File: src/rtl/load_store_drain.sv
// Consumer end of the load/store tank.
// Each rising edge of the loader's full flag starts one drain of N unit tokens
// over a valid/ready handshake. The remaining volume counts down to 0, a
// one-cycle empty pulse marks completion, and a sticky error flag records any
// full edge that arrives while a drain is still busy.
module load_store_drain #(
    parameter int N     = 10000,
    parameter int CBITS = 14
) (
    input  logic             clk,
    input  logic             rst,
    input  logic             full_in,
    input  logic             out_ready,
    output logic             out_valid,
    output logic [CBITS-1:0] out_count,
    output logic             empty_pulse,
    output logic             busy,
    output logic             err
);

    typedef enum logic [1:0] {
        IDLE  = 2'd0,
        DRAIN = 2'd1,
        DONE  = 2'd2
    } state_t;

    localparam logic [CBITS-1:0] NVOL = CBITS'(N);
    localparam logic [CBITS-1:0] ONE  = CBITS'(1);

    state_t           state;
    state_t           state_nxt;
    logic             full_q;
    logic             rise;
    logic             accept;
    logic [CBITS-1:0] count_nxt;
    logic             valid_nxt;
    logic             empty_nxt;
    logic             busy_nxt;
    logic             err_nxt;

    // A full edge is seen on any cycle where the flag is high but was low the
    // cycle before; full_q clears on reset so a flag already high at release
    // still starts a drain.
    assign rise   = full_in & ~full_q;
    assign accept = out_valid & out_ready;

    // Next-state and next-output logic; every output is registered, so this
    // block describes what the outputs will show in the following cycle.
    always_comb begin
        state_nxt = state;
        count_nxt = out_count;
        valid_nxt = 1'b0;
        empty_nxt = 1'b0;
        busy_nxt  = 1'b0;
        err_nxt   = err;
        case (state)
            IDLE: begin
                count_nxt = '0;
                if (rise) begin
                    state_nxt = DRAIN;
                    count_nxt = NVOL;
                    valid_nxt = 1'b1;
                    busy_nxt  = 1'b1;
                end
            end
            DRAIN: begin
                valid_nxt = 1'b1;
                busy_nxt  = 1'b1;
                if (rise) begin
                    err_nxt = 1'b1;
                end
                if (accept && (out_count >= ONE)) begin
                    if (out_count == ONE) begin
                        state_nxt = DONE;
                        count_nxt = '0;
                        valid_nxt = 1'b0;
                        empty_nxt = 1'b1;
                    end else begin
                        count_nxt = out_count - ONE;
                    end
                end
            end
            DONE: begin
                state_nxt = IDLE;
                count_nxt = '0;
                if (rise) begin
                    err_nxt = 1'b1;
                end
            end
            default: begin
                state_nxt = IDLE;
                count_nxt = '0;
            end
        endcase
    end

    // State and output registers with synchronous reset overriding everything.
    always_ff @(posedge clk) begin
        if (rst) begin
            state       <= IDLE;
            full_q      <= 1'b0;
            out_count   <= '0;
            out_valid   <= 1'b0;
            empty_pulse <= 1'b0;
            busy        <= 1'b0;
            err         <= 1'b0;
        end else begin
            state       <= state_nxt;
            full_q      <= full_in;
            out_count   <= count_nxt;
            out_valid   <= valid_nxt;
            empty_pulse <= empty_nxt;
            busy        <= busy_nxt;
            err         <= err_nxt;
        end
    end

endmodule
File: config.mk
export PLATFORM = sky130hd
export DESIGN_NAME = load_store_drain
export DESIGN_NICKNAME = d
export VERILOG_FILES = /design/src/rtl/load_store_drain.sv
export SDC_FILE = /design/constraint.sdc
export NUM_CORES = 1
export LEC_CHECK = 0
export BUFFER_PORTS_ARGS = -buffer_cell sky130_fd_sc_hd__buf_2
export CAP_MARGIN = 20
export CORE_MARGIN = 1
export CORE_UTILIZATION = 38
export DETAILED_ROUTE_END_ITERATION = 10
export PLACE_DENSITY_LB_ADDON = 0.12
export REMOVE_ABC_BUFFERS = 1
export SETUP_SLACK_MARGIN = 0.4
export SLEW_MARGIN = 20
export SYNTH_ARGS = -nofsm -noshare
export SYNTH_HDL_FRONTEND = slang
export SYNTH_SLANG_ARGS = --single-unit
export TNS_END_PERCENT = 10
File: constraint.sdc
create_clock -name clk -period 2.8 [get_ports clk]
set_input_delay 0.28 -clock clk [delete_from_list [all_inputs] [get_ports clk]]
set_output_delay 0.28 -clock clk [all_outputs]
set_load 0.01 [all_outputs]
==> results of run 1 <==
[sequential cells by signal, indices dropped and copies added (netlist names)]
name and count:
out_valid 1, empty_pulse 1, err 1, state 2, busy 1, out_count 14, full_q 1
[through the flow]
stage	hold slack (ns)	power, mW	worst slack [ns]
final	0.212	0.778	0.591
after global routing	0.197	0.829	0.451
after CTS	0.209	0.780	0.513
after detailed placement	0.478	0.626	0.537
after global placement	0.446	0.627	0.587
after floorplan	0.345	0.550	0.682
[where the power goes]
part           switching (mW)  leakage [nW]  internal (mW)
clock network          0.0968        0.0177         0.0533
registers              0.0252         0.172          0.321
logic                   0.163         0.413          0.119
[routing by layer]
layer / vias up / share of wire (%) / track usage [%]
li1: 548 / - / -
met1: 494 / 50 / 23.9
met2: 34 / 44 / 27.1
met3: 4 / 4.5 / 3.63
met4: 0 / 1.3 / 7.32
met5: - / 0 / 0
[Yosys cell counts (4+ instances only)]
library cell  number
xor2_1             6
nand2_1            9
inv_1              7
a211oi_1           4
nand3_1            5
or3_1              5
ha_1               4
dfxtp_1           21
nor3_1             4
o21ai_0            6
a21oi_1            8
nand2b_1           4
nor2_1            20
[area by class of cell]
cell class	instances	area, um2
Clock buffer	3	22.5
Clock inverter	1	5.00
Fill cell	284	1510
Inverter	7	26.3
Multi-Input combinational cell	109	693
Sequential cell	21	420
Tap cell	31	38.8
Timing Repair Buffer	22	113
[worst max-delay path by stage]
| stage | to | slack, ns | cells past startpoint |
|---|---|---|---|
| after floorplan | out_count[13]$_SDFFE_PP0P_ | 0.68 | 7 |
| after global placement | out_count[13]$_SDFFE_PP0P_ | 0.59 | 7 |
| after detailed placement | out_count[13]$_SDFFE_PP0P_ | 0.54 | 7 |
| after CTS | out_count[13]$_SDFFE_PP0P_ | 0.51 | 7 |
| after global routing | out_count[13]$_SDFFE_PP0P_ | 0.45 | 7 |
| final | out_count[13]$_SDFFE_PP0P_ | 0.59 | 6 |
[logic make-up (layout without fill, tap and decap cells)]
family          after synthesis  in the layout  share of synthesized area [%]
compound gates               29             29                           17.1
xor+xnor                      7              7                           5.29
fa+ha+maj                     4              4                           4.32
buf+inv                      11             33                           4.21
flops                        21             21                           36.3
simple gates                 69             69                           32.8
==> flow_summary_export.csv, run 1 <==
group,metric,value,unit
route,vias,1080,
critical_path,cp_data_arrival_time,2.39,ns
finish,final_cell_mix,"21 x dfxtp_1, 21 x buf_2, 20 x nor2_1, 9 x nand2_1, 8 x a21oi_1",
finish,nets,172,
route,firstDrtPassIters,8,
timing,period_needed,2.21,ns
clock_tree,clock_sinks,21,
timing,fin_skew,0.00483,ns
timing,setup_viol,0,
hold_path,hp-class,"in -> reg",
run_status,status,"complete, but fails checks",
critical_path,cpPeakStageDelay,0.48,ns
pwr,p_per_area,590,nW/um2
clock_tree,h-tree-depth,1,
timing,max_slew_margin,63.5,%
finish,drive_above_1_share,23.9,%
finish,fin_cells,194,
global_routing,grt_max_degree,13,
die,core_area,2830,um2
die,die_y,57.2,um
place,dp_hpwl,2040,um
critical_path,worstSetupStartpointType,"flip-flop",
synth,async_flop_share,0,%
synth,synth_area,1160,um2
critical_path,crit_chain,"ha_1 > or4bb_1 > or4_4 > nand2_1 > or3_1 > o311ai_0",
global_routing,antenna_found_initial,0,
synth,synth_cell_types,37,
timing,setup_tns,0,ns
synth,synth_seq_cells,21,
global_routing,grt_overflow,0,
route,drtIter0Drc,38,
critical_path,reg2regPathDepth,6,
clock_tree,hold_buffers,0,
critical_path,reg2reg_to,"out_count[13]$_SDFFE_PP0P_",
place,place_inst,190,
route,viasPerCell,5.57,
synth,synth.top_cells.by_area,"dfxtp_1 36%, nor2_1 6.5%, xor2_1 4.5%, ha_1 4.3%, a21oi_1 3.5%",
finish,design_area,1320,um2
timing,fmax,453,MHz
clock_tree,ctsResizeCount,0,
clock_tree,cts_setup_buffers,0,
timing,fin_crit_sh,78.9,%
finish,synthToLayoutAreaGrowth,13.8,%
die,dieWidth,57.2,um
hold_path,min_delay_worst_endpoint,"full_q$_SDFF_PP0_",
global_routing,grt_usage,17.5,%
pwr,ir_drop,0.000307,V
place,placed_area,1290,um2
critical_path,r2r_setup_slack,0.59,ns
finish,final_core_util,46.6,%
synth,syn_avg_cell_area,8.22,um2
global_routing,grt_pass1_wl,4370,um
die,die_area,3270,um2
place,portBuffers,21,
synth,synth_edf_count,0,
critical_path,cp-end-kind,"flip-flop",
critical_path,crit_path_start,"state[0]$_SDFFE_PP0P_",
synth,yosysSeqAreaShare,36.3,%
timing,worstMarginPinSlew,0.542,ns
route,ant_nets,0,
route,routed_wl,2740,um
timing,rsz0062_at_grt,"false",
synth,synth_top_area_share,36.3,%
critical_path,r2r_start,"state[0]$_SDFFE_PP0P_",
hold_path,min_path_cells,2,
job,drv_cap,0,
run_status,violations,"design-rule violations",
synth,yosys_warnings,0,
synth,synth_top_area_cell,"dfxtp_1",
clock_tree,clk_pin_slew,0.13,ns
critical_path,required,2.98,ns
clock_tree,max-clock-path-buffers,2,
die,pin_count,22,
critical_path,crit_fanout,9,
hold_path,holdCritStartpoint,"full_in",
critical_path,cp_top_family,"simple AND/OR/NAND/NOR gates",
route,drc,1,
route,routedWlPerCell,14.1,um
global_routing,grt_pass1_vias,934,
critical_path,cp_slowest_cell,"or4_4",
clock_tree,cts-root-buf,"clkbuf_4",
place,place_congestion,0.869,
timing,hold_viol,0,
synth,syn_inst,141,
timing,maxSlewViolCount,0,
die,initial_core_util,41.0,%
finish,n_antenna_cell,0,
critical_path,path_class,"reg -> reg",
die,num_rows,19,
clock_tree,cts_tree,"yes",
critical_path,critPathBufInv,0,
clock_tree,clk_latency,0.30,ns
pwr,p_leak,0.603,nW
synth,ys.flop_type,"dfxtp_1",
clock_tree,cts_made_buffers,3,
No activity file was read; power rests on OpenSTA's default activity.
==> inputs of run 2 (changes only) <==
==> constraint.sdc (replaced) <==
create_clock -name clk -period 1.8 [get_ports clk]
set_input_delay 0.18 -clock clk [delete_from_list [all_inputs] [get_ports clk]]
set_output_delay 0.18 -clock clk [all_outputs]
set_load 0.01 [all_outputs]
==> run 2 against run 1 <==
Compared with the run above: the flow finishes with violations (design-rule violations, negative setup slack); maximum frequency increased by 8.8%; final cell count increased by 19%; die area unchanged; power increased by 85%; sequential power increased by 52%; clock skew increased by 0.0019 ns; global-route usage increased by 4.5 points; combinational power increased by 140%; register-to-register slack got worse by 0.82 ns; first-iteration DRC count unchanged; routed wire length increased by 20%; via count increased by 14%; critical endpoint is now out_count[11]$_SDFFE_PP0P_; highest routed layer unchanged.
==> flow_summary_export.csv, run 2 (synthesized netlist as in run 1, its figures left out) <==
group,metric,value,unit
run_status,status,"complete, but fails checks",
global_routing,grt_overflow,0,
pwr,total_power,1.44,mW
hold_path,hp-class,"in -> reg",
critical_path,crit_chain,"inv_2 > ha_4 > or4bb_1 > or4_4 > nand4_1 > xor2_1 > nor2_1",
die,pin_count,22,
clock_tree,clk_pin_slew,0.13,ns
critical_path,crit_fanout,7,
clock_tree,cts_tree,"yes",
place,portBuffers,21,
clock_tree,cts-root-buf,"clkbuf_4",
place,dp_hpwl,2450,um
critical_path,path_class,"reg -> reg",
critical_path,cpPeakStageDelay,0.52,ns
route,firstDrtPassIters,8,
die,core_area,2830,um2
route,routedWlPerCell,14.3,um
timing,fmax,492,MHz
finish,drive_above_1_share,50.3,%
global_routing,grt_usage,22.0,%
clock_tree,clock_sinks,21,
route,drtIter0Drc,38,
run_status,violations,"design-rule violations, negative setup slack",
finish,final_common_cell,"buf_4",
finish,nets,208,
timing,worstMarginPinSlew,0.279,ns
global_routing,grt_max_degree,13,
timing,rsz0062_at_grt,"true",
route,viasPerCell,5.35,
die,num_rows,19,
global_routing,grt_pass1_vias,1222,
finish,n_antenna_cell,0,
finish,regMostFlops,"out_count",
critical_path,required,2.01,ns
timing,max_slew_margin,81.3,%
job,drv_cap,0,
route,drc,1,
global_routing,antenna_found_initial,0,
finish,fillCellCount,276,
pwr,ir_drop,0.000446,V
critical_path,cp-end-kind,"flip-flop",
global_routing,grt_pass1_wl,5580,um
clock_tree,h-tree-depth,1,
route,vias,1230,
clock_tree,max-clock-path-buffers,2,
pwr,p_leak,0.809,nW
pwr,p_per_area,838,nW/um2
clock_tree,clk_latency,0.31,ns
timing,period_needed,2.03,ns
die,initial_core_util,41.0,%
die,die_area,3270,um2
die,dieWidth,57.2,um
finish,synthToLayoutAreaGrowth,48.3,%
finish,multi_input_area,810,um2
critical_path,worstSetupStartpointType,"flip-flop",
timing,setup_viol,17,
finish,final_cell_mix,"35 x buf_4, 21 x buf_2, 20 x nor2_1, 17 x dfxtp_1, 8 x nand2_1",
timing,whs,0.134,ns
die,die_y,57.2,um
timing,fin_skew,0.00677,ns
place,place_congestion,0.869,
timing,hold_viol,0,
route,ant_nets,0,
finish,regArea,425,um2
route,routed_wl,3290,um
critical_path,cp_slowest_cell,"or4_4",
finish,biggestRegsByFlops,"out_count: 14 flops, state: 2 flops",
timing,fin_crit_sh,113,%
finish,largest_reg_flops,14,
clock_tree,cts_made_buffers,3,
timing,maxSlewViolCount,0,
critical_path,cp_data_arrival_time,2.24,ns
timing,fin_ws,-0.230,ns
-- run 2: changes by cell type in the layout (fill, tap and decap cells not counted), moves of 3 or more --
cell     change
dfxtp_2      +4
ha_1         -3
inv_1        -3
o21ai_0      -4
dfxtp_1      -4
o21ai_2      +3
buf_4       +34
nand3_1      -3
inv_2        +3
-- run 2: timing repair --
action | CTS | global route
buffers inserted | 2 | 1
pin swaps | 14 | 15
endpoints found under the hold margin | 0 | 0
hold buffers | 0 | 0
endpoints found under the setup margin | 18 | 18
gates resized for setup | 26 | 12
-- run 2: final cells by class --
type                            count  share of cell area (%)
Timing Repair Buffer               58                    22.7
Clock inverter                      1                   0.291
Sequential cell                    21                    24.8
Inverter                            7                    1.53
Clock buffer                        3                    1.31
Tap cell                           31                    2.26
Multi-Input combinational cell    109                    47.1
-- run 2: worst paths after layout --
check,start,end,slack [ns],cells after the start
worst min register to register,err$_SDFFE_PP0P_,err$_SDFFE_PP0P_,0.49,2
worst min-delay path,full_in,full_q$_SDFF_PP0_,0.13,2
worst max register to register,out_count[1]$_SDFFE_PP0P_,out_count[11]$_SDFFE_PP0P_,-0.23,7
worst max-delay path,out_count[1]$_SDFFE_PP0P_,out_count[11]$_SDFFE_PP0P_,-0.23,7
-- run 2: stage by stage --
| stage | setup slack [ns] | std cells | instance area (um2) | utilization [%] | TNS [ns] |
|---|---|---|---|---|---|
| finish | -0.230 | 230 | 1720 | 60.7 | -3.32 |
| global route | -0.309 | 230 | 1720 | 60.7 | -4.61 |
| CTS | -0.286 | 229 | 1670 | 58.9 | -3.89 |
| detailed placement | -0.378 | 223 | 1540 | 54.3 | -4.40 |
| global placement | -0.313 | 223 | 1540 | 54.3 | -3.88 |
| floorplan | -0.318 | 137 | 1140 | - | -3.73 |
-- run 2: routing by layer --
layer | GRT usage (%) | vias up | wire (um)
li1 | - | 616 | -
met2 | 38.5 | 39 | 1620
met4 | 8.01 | 0 | 54
met1 | 27.7 | 569 | 1470
met5 | 0 | - | 0
met3 | 2.95 | 6 | 149
-- run 2: worst max-delay path, delay by kind of cell, from the launching register on --
family | cells | cell delay [ns]
adder cells (fa/ha/maj) | 1 | 0.16
buffers and inverters | 1 | 0.05
AND/OR/NAND/NOR | 4 | 1.21
XOR/XNOR | 1 | 0.15
flip-flops | 1 | 0.36
-- run 2: power breakdown --
group	leakage [nW]	internal (mW)	switching, mW	total (mW)
registers	0.173	0.500	0.0258	0.526
clock network	0.0177	0.0829	0.151	0.234
logic	0.618	0.340	0.340	0.680
total	0.809	0.923	0.517	1.44
